**config.mk**
```make
export PLATFORM = sky130hd
export DESIGN_NAME = periph_regbus_bridge
export DESIGN_NICKNAME = d
export VERILOG_FILES = /design/src/rtl/periph_regbus_bridge.sv
export SDC_FILE = /design/constraint.sdc
export NUM_CORES = 1
export LEC_CHECK = 0
export CORE_UTILIZATION = 30
export CTS_BUF_LIST = sky130_fd_sc_hd__clkbuf_4
export DETAILED_ROUTE_END_ITERATION = 8
export DONT_BUFFER_PORTS = 1
export PLACE_DENSITY = 0.51
export SLEW_MARGIN = 5
export SYNTH_ARGS = -nofsm -noshare
export SYNTH_HDL_FRONTEND = slang
export SYNTH_SLANG_ARGS = --single-unit
```
**constraint.sdc**
```tcl
create_clock -name clk_i -period 3.5 [get_ports clk_i]
set_clock_uncertainty 0.2 [all_clocks]
set_input_delay 0.7 -clock clk_i [delete_from_list [all_inputs] [get_ports clk_i]]
set_output_delay 0.7 -clock clk_i [all_outputs]
set_load 0.005 [all_outputs]
```
**src/rtl/periph_regbus_bridge.sv**
```systemverilog
// periph_regbus_bridge
// OBI slave to register-bus bridge. Accepts one OBI transaction at a time,
// decodes the address against NPORTS base/mask rules (lowest matching index
// wins), drives exactly one register-bus port and returns the response on the
// OBI R channel. Decode misses and access timeouts return ERR_DATA with the
// error flag set, raise a sticky interrupt and capture the first fault address.
//
// Ports
//   clk_i, rst_ni        clock, synchronous active-low reset
//   req_i/gnt_o          OBI request/grant (grant is combinational in IDLE)
//   addr_i/we_i/be_i/wdata_i   OBI request payload
//   rvalid_o/rdata_o/err_o     OBI response (data/err zero when not valid)
//   reg_valid_o          one-hot register-bus valid, one bit per port
//   reg_addr_o/reg_write_o/reg_wdata_o/reg_wstrb_o  shared latched request
//   reg_ready_i/reg_rdata_i/reg_error_i             per-port slave response
//   err_irq_o/err_addr_o sticky bus-fault interrupt and first fault address
//   err_clr_i            clears err_irq_o and err_addr_o
module periph_regbus_bridge #(
   parameter int unsigned          NPORTS    = 4,
   parameter int unsigned          AW        = 32,
   parameter int unsigned          DW        = 32,
   parameter logic [NPORTS*AW-1:0] RULE_BASE = '0,
   parameter logic [NPORTS*AW-1:0] RULE_MASK = '0,
   parameter int unsigned          TIMEOUT   = 255,
   parameter logic [DW-1:0]        ERR_DATA  = DW'(32'hBADC_AB1E)
) (
   input  logic                 clk_i,
   input  logic                 rst_ni,
   input  logic                 req_i,
   output logic                 gnt_o,
   input  logic [AW-1:0]        addr_i,
   input  logic                 we_i,
   input  logic [DW/8-1:0]      be_i,
   input  logic [DW-1:0]        wdata_i,
   output logic                 rvalid_o,
   output logic [DW-1:0]        rdata_o,
   output logic                 err_o,
   output logic [NPORTS-1:0]    reg_valid_o,
   output logic [AW-1:0]        reg_addr_o,
   output logic                 reg_write_o,
   output logic [DW-1:0]        reg_wdata_o,
   output logic [DW/8-1:0]      reg_wstrb_o,
   input  logic [NPORTS-1:0]    reg_ready_i,
   input  logic [NPORTS*DW-1:0] reg_rdata_i,
   input  logic [NPORTS-1:0]    reg_error_i,
   output logic                 err_irq_o,
   output logic [AW-1:0]        err_addr_o,
   input  logic                 err_clr_i
);

   localparam int unsigned SW = (NPORTS > 1) ? $clog2(NPORTS) : 1;
   // Wide enough to hold TIMEOUT-1; with TIMEOUT=0 the counter just wraps unused.
   localparam int unsigned CW = $clog2(TIMEOUT + 2);
   localparam logic [CW-1:0] CNT_LAST = (TIMEOUT > 0) ? CW'(TIMEOUT - 1) : '0;

   typedef enum logic [1:0] {
      IDLE   = 2'd0,
      ACCESS = 2'd1,
      RESP   = 2'd2
   } state_e;

   state_e          state_q, state_d;
   logic [AW-1:0]   addr_q, addr_d;
   logic            we_q, we_d;
   logic [DW/8-1:0] be_q, be_d;
   logic [DW-1:0]   wdata_q, wdata_d;
   logic [SW-1:0]   sel_q, sel_d;
   logic [CW-1:0]   cnt_q, cnt_d;
   logic [DW-1:0]   rdata_q, rdata_d;
   logic            err_q, err_d;
   logic            irq_q, irq_d;
   logic [AW-1:0]   eaddr_q, eaddr_d;

   logic            dec_hit_s;
   logic [SW-1:0]   dec_sel_s;
   logic            rdy_sel_s;
   logic            err_sel_s;
   logic [DW-1:0]   rd_sel_s;
   logic            fault_s;
   logic [AW-1:0]   fault_addr_s;
   logic            gnt_s;

   // Address decode: scan from the top so the lowest matching index is the last write.
   always_comb begin
      dec_hit_s = 1'b0;
      dec_sel_s = '0;
      for (int i = int'(NPORTS) - 1; i >= 0; i--) begin
         if ((addr_i & RULE_MASK[i*AW +: AW]) == (RULE_BASE[i*AW +: AW] & RULE_MASK[i*AW +: AW])) begin
            dec_hit_s = 1'b1;
            dec_sel_s = SW'(i);
         end else begin
            dec_hit_s = dec_hit_s;
         end
      end
   end

   // Select the response signals of the currently addressed port.
   always_comb begin
      rdy_sel_s = 1'b0;
      err_sel_s = 1'b0;
      rd_sel_s  = '0;
      for (int i = 0; i < int'(NPORTS); i++) begin
         if (SW'(i) == sel_q) begin
            rdy_sel_s = reg_ready_i[i];
            err_sel_s = reg_error_i[i];
            rd_sel_s  = reg_rdata_i[i*DW +: DW];
         end else begin
            rdy_sel_s = rdy_sel_s;
         end
      end
   end

   // Next-state, request latching, response capture and fault/IRQ tracking.
   always_comb begin
      state_d      = state_q;
      addr_d       = addr_q;
      we_d         = we_q;
      be_d         = be_q;
      wdata_d      = wdata_q;
      sel_d        = sel_q;
      cnt_d        = cnt_q;
      rdata_d      = rdata_q;
      err_d        = err_q;
      irq_d        = irq_q;
      eaddr_d      = eaddr_q;
      fault_s      = 1'b0;
      fault_addr_s = addr_q;
      gnt_s        = 1'b0;

      case (state_q)
         IDLE: begin
            gnt_s = req_i;
            if (req_i) begin
               addr_d  = addr_i;
               we_d    = we_i;
               be_d    = be_i;
               wdata_d = wdata_i;
               sel_d   = dec_sel_s;
               cnt_d   = '0;
               if (dec_hit_s) begin
                  state_d = ACCESS;
               end else begin
                  // Miss: respond directly, the register bus never sees it.
                  state_d      = RESP;
                  rdata_d      = ERR_DATA;
                  err_d        = 1'b1;
                  fault_s      = 1'b1;
                  fault_addr_s = addr_i;
               end
            end else begin
               state_d = IDLE;
            end
         end
         ACCESS: begin
            // Ready is checked first so a ready on the last allowed cycle wins.
            if (rdy_sel_s) begin
               state_d = RESP;
               rdata_d = we_q ? '0 : rd_sel_s;
               err_d   = err_sel_s;
            end else if ((TIMEOUT != 0) && (cnt_q == CNT_LAST)) begin
               state_d = RESP;
               rdata_d = ERR_DATA;
               err_d   = 1'b1;
               fault_s = 1'b1;
            end else begin
               cnt_d = cnt_q + CW'(1'b1);
            end
         end
         RESP: begin
            state_d = IDLE;
            rdata_d = '0;
            err_d   = 1'b0;
         end
         default: begin
            state_d = IDLE;
         end
      endcase

      // A new fault beats a simultaneous clear; otherwise the first fault is kept.
      if (fault_s) begin
         irq_d = 1'b1;
         if (!irq_q || err_clr_i) begin
            eaddr_d = fault_addr_s;
         end else begin
            eaddr_d = eaddr_q;
         end
      end else if (err_clr_i) begin
         irq_d   = 1'b0;
         eaddr_d = '0;
      end else begin
         irq_d = irq_q;
      end
   end

   // State and datapath registers with synchronous active-low reset.
   always_ff @(posedge clk_i) begin
      if (!rst_ni) begin
         state_q <= IDLE;
         addr_q  <= '0;
         we_q    <= 1'b0;
         be_q    <= '0;
         wdata_q <= '0;
         sel_q   <= '0;
         cnt_q   <= '0;
         rdata_q <= '0;
         err_q   <= 1'b0;
         irq_q   <= 1'b0;
         eaddr_q <= '0;
      end else begin
         state_q <= state_d;
         addr_q  <= addr_d;
         we_q    <= we_d;
         be_q    <= be_d;
         wdata_q <= wdata_d;
         sel_q   <= sel_d;
         cnt_q   <= cnt_d;
         rdata_q <= rdata_d;
         err_q   <= err_d;
         irq_q   <= irq_d;
         eaddr_q <= eaddr_d;
      end
   end

   assign gnt_o       = gnt_s;
   assign rvalid_o    = (state_q == RESP);
   assign rdata_o     = (state_q == RESP) ? rdata_q : '0;
   assign err_o       = (state_q == RESP) ? err_q : 1'b0;
   assign reg_valid_o = (state_q == ACCESS) ? (NPORTS'(1'b1) << sel_q) : '0;
   assign reg_addr_o  = addr_q;
   assign reg_write_o = we_q;
   assign reg_wdata_o = wdata_q;
   assign reg_wstrb_o = be_q;
   assign err_irq_o   = irq_q;
   assign err_addr_o  = eaddr_q;

endmodule

```
* Word-level counts from Yosys, hierarchy flattened *
Cells that the tools add are included.

storage, ports and cells
  bits in registers = 146
  input port bits = 209
  output and inout bits = 141
  word-level logic and storage cells = 56

operators by class
  reduce and logical (&&, ||, !) cells = 10
  equal/unequal tests = 8
  muxes and demuxes = 27
  add/subtract/negate cells = 1

operators by type and width
  operator               count
  $mux W32               7
  $pmux W32 S2           1
  $mux W9                3
  $pmux W9 S2            1
  $mux W1                11
  $add A9 B1 Y9 const B  1
  $eq A9 B8 Y1 const B   1
  $ne A2 B2 Y1 const B   3
  $reduce_and A2 Y1      3
  $reduce_bool A2 Y1     3
  $mux W2                2
  $pmux W2 S2            1
  $reduce_and A4 Y1      1
  $ne A3 B3 Y1 const B   1
  $eq A2 B1 Y1 const B   1
  $eq A2 B2 Y1 const B   1
  $logic_not A2 Y1       1
  $ne A2 B1 Y1 const B   1
  $pmux W1 S2            1
  $logic_not A1 Y1       1
  $logic_or A1 B1 Y1     1

* Logic depth before layout (Yosys ltp) *
  depth in word-level cells = 6
  gate-level depth with buffers = 8
  depth with buffers taken out = 6

* Worst setup path after synthesis *
OpenSTA, ideal clock, no wires.

  path kind = in2out
  start = input req_i
  end = output gnt_o
  required time = 2.600 ns
  path slack = 0.930 ns
  arrival = 1.670 ns
  stages on the path = 4
  cell sequence = or3b_2 -> clkbuf_1 -> inv_2 -> clkbuf_1

between the ends
  word-level cells in the longest chain between the ends = 1

RTL lines
  element             RTL line  RTL
  start: declaration  29        input logic req_i,
  $mux W1             130       case (state_q)
  end: declaration    30        output logic gnt_o,

No other way between the ends.

* Final worst setup path *
  start = register state_q[1]
  end = output gnt_o

between the ends
  word-level cells in the longest chain between the ends = 2

RTL lines
  element                   RTL line  RTL
  start: declaration        62        state_e state_q, state_d;
  start signal: assignment  210       state_q <= state_d;
  $logic_not A2 Y1          130
  $mux W1                   130

No other way between the ends.

==> flow_summary.json <==
{
  "diodes": 0,
  "overflow": 0,
  "synth-adder-area-share": 0.004588,
  "synthTopCellsByArea": "dfxtp_1 (54%), nand2_1 (11%), a21oi_1 (9.5%)",
  "num-fill-cells": 1825,
  "hp-class": "input pin to register",
  "cts_buffers": 17,
  "yosys_register_bits": 146,
  "slew_viol_final": 0,
  "io_pins": 350,
  "fin_crit_sh": 0.7438,
  "yosys.area_share.simple": 0.1957,
  "drc_errors": 0,
  "tns_ps": 0,
  "hold_viol_final": 0,
  "route.final.wire_length_um": 15390,
  "place_ws_ps": 822.9,
  "max-cap-violations": 0,
  "path_cells": "or3b_4, inv_2",
  "synthArstFlopShare": 0,
  "crit_type": "register to output port",
  "max_slew_margin": 0.3430,
  "portBuffers": 0,
  "synth_area_mm2": 0.005454,
  "synth-compound-area-share": 0.2154,
  "rsz0062_at_grt": "no",
  "ys.flop_type": "dfxtp_1",
  "drtPass1Iterations": 5,
  "first_global_vias": 4230,
  "synth_most_common_cell": "nand2_1",
  "synthTopCellsByCount": "nand2_1 (156), dfxtp_1 (146), a21oi_1 (103), clkbuf_1 (39), and2_1 (35)",
  "die_area_mm2": 0.01872,
  "cp.arrival_ps": 1700,
  "core_area_mm2": 0.01754,
  "final.min_clock_period_ps": 2603,
  "yosys_warnings": 0,
  "syn_to_final_growth_pct": 9.773,
  "rows": 48,
  "p_per_area_mw_per_mm2": 550.5,
  "layout_setup_ws_ps": 896.8,
  "synth-edff-count": 0,
  "postCtsSetupBuffers": 0,
  "synth_xor_area_frac": 0,
  "htree_levels": 4,
  "gp_congestion": 0.7877,
  "post-dp-hpwl_um": 10780,
  "yosysSeqAreaShare": 0.5359,
  "crit_family": "buffers and inverters",
  "clock.fmax_mhz": 384.1,
  "grt_usage": 0.1583,
  "clock-sinks": 146,
  "path_buf_inv": 1,
  "die_w_um": 136.8,
  "antenna_found_initial": 0,
  "ys_types": 41,
  "clockBufferDepth": 2,
  "crit_path_start_kind": "register",
  "synth_top_area_share": 0.5359,
  "drtIter0Drc": 195,
  "tritoncts": "built",
  "setup_viol": 0,
  "drtAntennaViolNets": 0,
  "clock_latency_ps": 520,
  "start_util": 0.3110,
  "critPathRequiredTime_ps": 2600,
  "vias": 4364,
  "synth_top_area_cell": "dfxtp_1",
  "synth_top_family_by_area": "compound AO/OA/AOI/OAI gates",
  "cellLeakagePower_nw": 2.158,
  "via_per_inst": 5.164,
  "cts-root-buf": "clkbuf_4",
  "fin_area_mm2": 0.005987,
  "ctsHoldBuffers": 0,
  "cts.reportedPaths.clkPinSlew_ps": 140,
  "placed_cell_area_mm2": 0.005630,
  "grt_pass1_wl_um": 22670,
  "final_layout_size_suffix_gt1_frac": 0.09032,
  "wl_per_cell_um": 18.21,
  "multi_input_comb_area_mm2": 0.002315,
  "crit_slowest_cell": "inv_2",
  "peakVddDrop_mv": 0.2323,
  "syn-instance-count": 628,
  "worst_slew_pin_slew_ps": 985.5,
  "die_height_um": 136.8,
  "crit_fanout": 27,
  "cts_resized": 0,
  "end_kind": "output port",
  "avgSynthCellArea_um2": 8.685,
  "grt_max_degree": 80,
  "synthMuxAreaShare": 0.001835,
  "slowest_delay_ps": 420,
  "ff_latch_area_mm2": 0.002923,
  "nets": 818,
  "status": "finished, final reports clean"
}
## area by class of cell
cell class / instances / share of cell area
well taps: 225 / 0.04702
flip-flops and latches: 146 / 0.4882
clock buffers: 17 / 0.02132
multi-input cells: 426 / 0.3866
inverters: 6 / 0.003971
clock inverters: 15 / 0.03824
repair buffers: 10 / 0.01463
## worst register-to-register path, delay by kind of cell (launching register included)
kind,cells,cell delay (ps)
compound gates,3,1170
flops,1,480
simple gates,1,240
fa+ha+maj,1,230
buf+inv,1,80
## power breakdown
group | internal (mW) | total, mW | switching [mW]
Sequential | 1.73 | 1.79 | 0.0577
Clock | 0.649 | 1.29 | 0.645
Combinational | 0.0655 | 0.216 | 0.150
Total | 2.44 | 3.30 | 0.853
## kinds of logic after synthesis
kind of cell,after synthesis
and+or+nand+nor,233
AOI/OAI and AO/OA,187
DFF,146
buffers and inverters,58
adders and majority gates,2
muxes,1
other,1
## per-stage QoR
step                total power [mW]  std cells  hold WS (ps)    util
floorplan                      1.975        630         224.2       -
global placement               2.034        813         238.3  0.3211
detailed placement             2.043        813         242.9  0.3211
CTS                            3.353        845         15.52  0.3414
global route                   3.457        845         13.62  0.3414
finish                         3.296        845         87.95  0.3414
## cell usage in the layout (no fill, tap or decap), drive strengths merged, types with 6 or more instances in the layout
master | Yosys | final
nand2 | 156 | 156
dfxtp | 146 | 146
buf | 13 | 10
o21ai | 18 | 18
nand3 | 8 | 8
nor2b | 6 | 6
and2 | 35 | 35
clkbuf | 39 | 17
clkinv | 0 | 6
a22o | 32 | 32
a21oi | 103 | 103
inv | 6 | 9
o2bb2ai | 15 | 15
## flip-flops by register name (all words and copies together), names as in the netlist
signal	count
reg_addr_o	32
reg_wstrb_o	4
err_addr_o	32
rdata_q	32
err_q	1
state_q	2
cnt_q	9
err_irq_o	1
reg_write_o	1
reg_wdata_o	32
## final timing paths
kind | from | to | slack (ps) | cells past startpoint
max | state_q[1] | gnt_o | 900 | 2
min | addr_i[15] | reg_addr_o[15] | 90 | 2
max reg2reg | cnt_q[0] | rdata_q[5] | 1040 | 6
min reg2reg | rdata_q[9] | rdata_q[9] | 280 | 1
## layer usage
layer | routed length, um | share of wire | vias to the layer above | track usage
met4 | 119 | 0.0077 | 0 | 0.04212
met2 | 6950 | 0.45 | 204 | 0.2592
li1 | - | - | 2101 | -
met5 | 0 | 0 | - | 0
met3 | 1896 | 0.12 | 8 | 0.07407
met1 | 6425 | 0.42 | 2051 | 0.1851
Power figures use the tool's default switching activity.
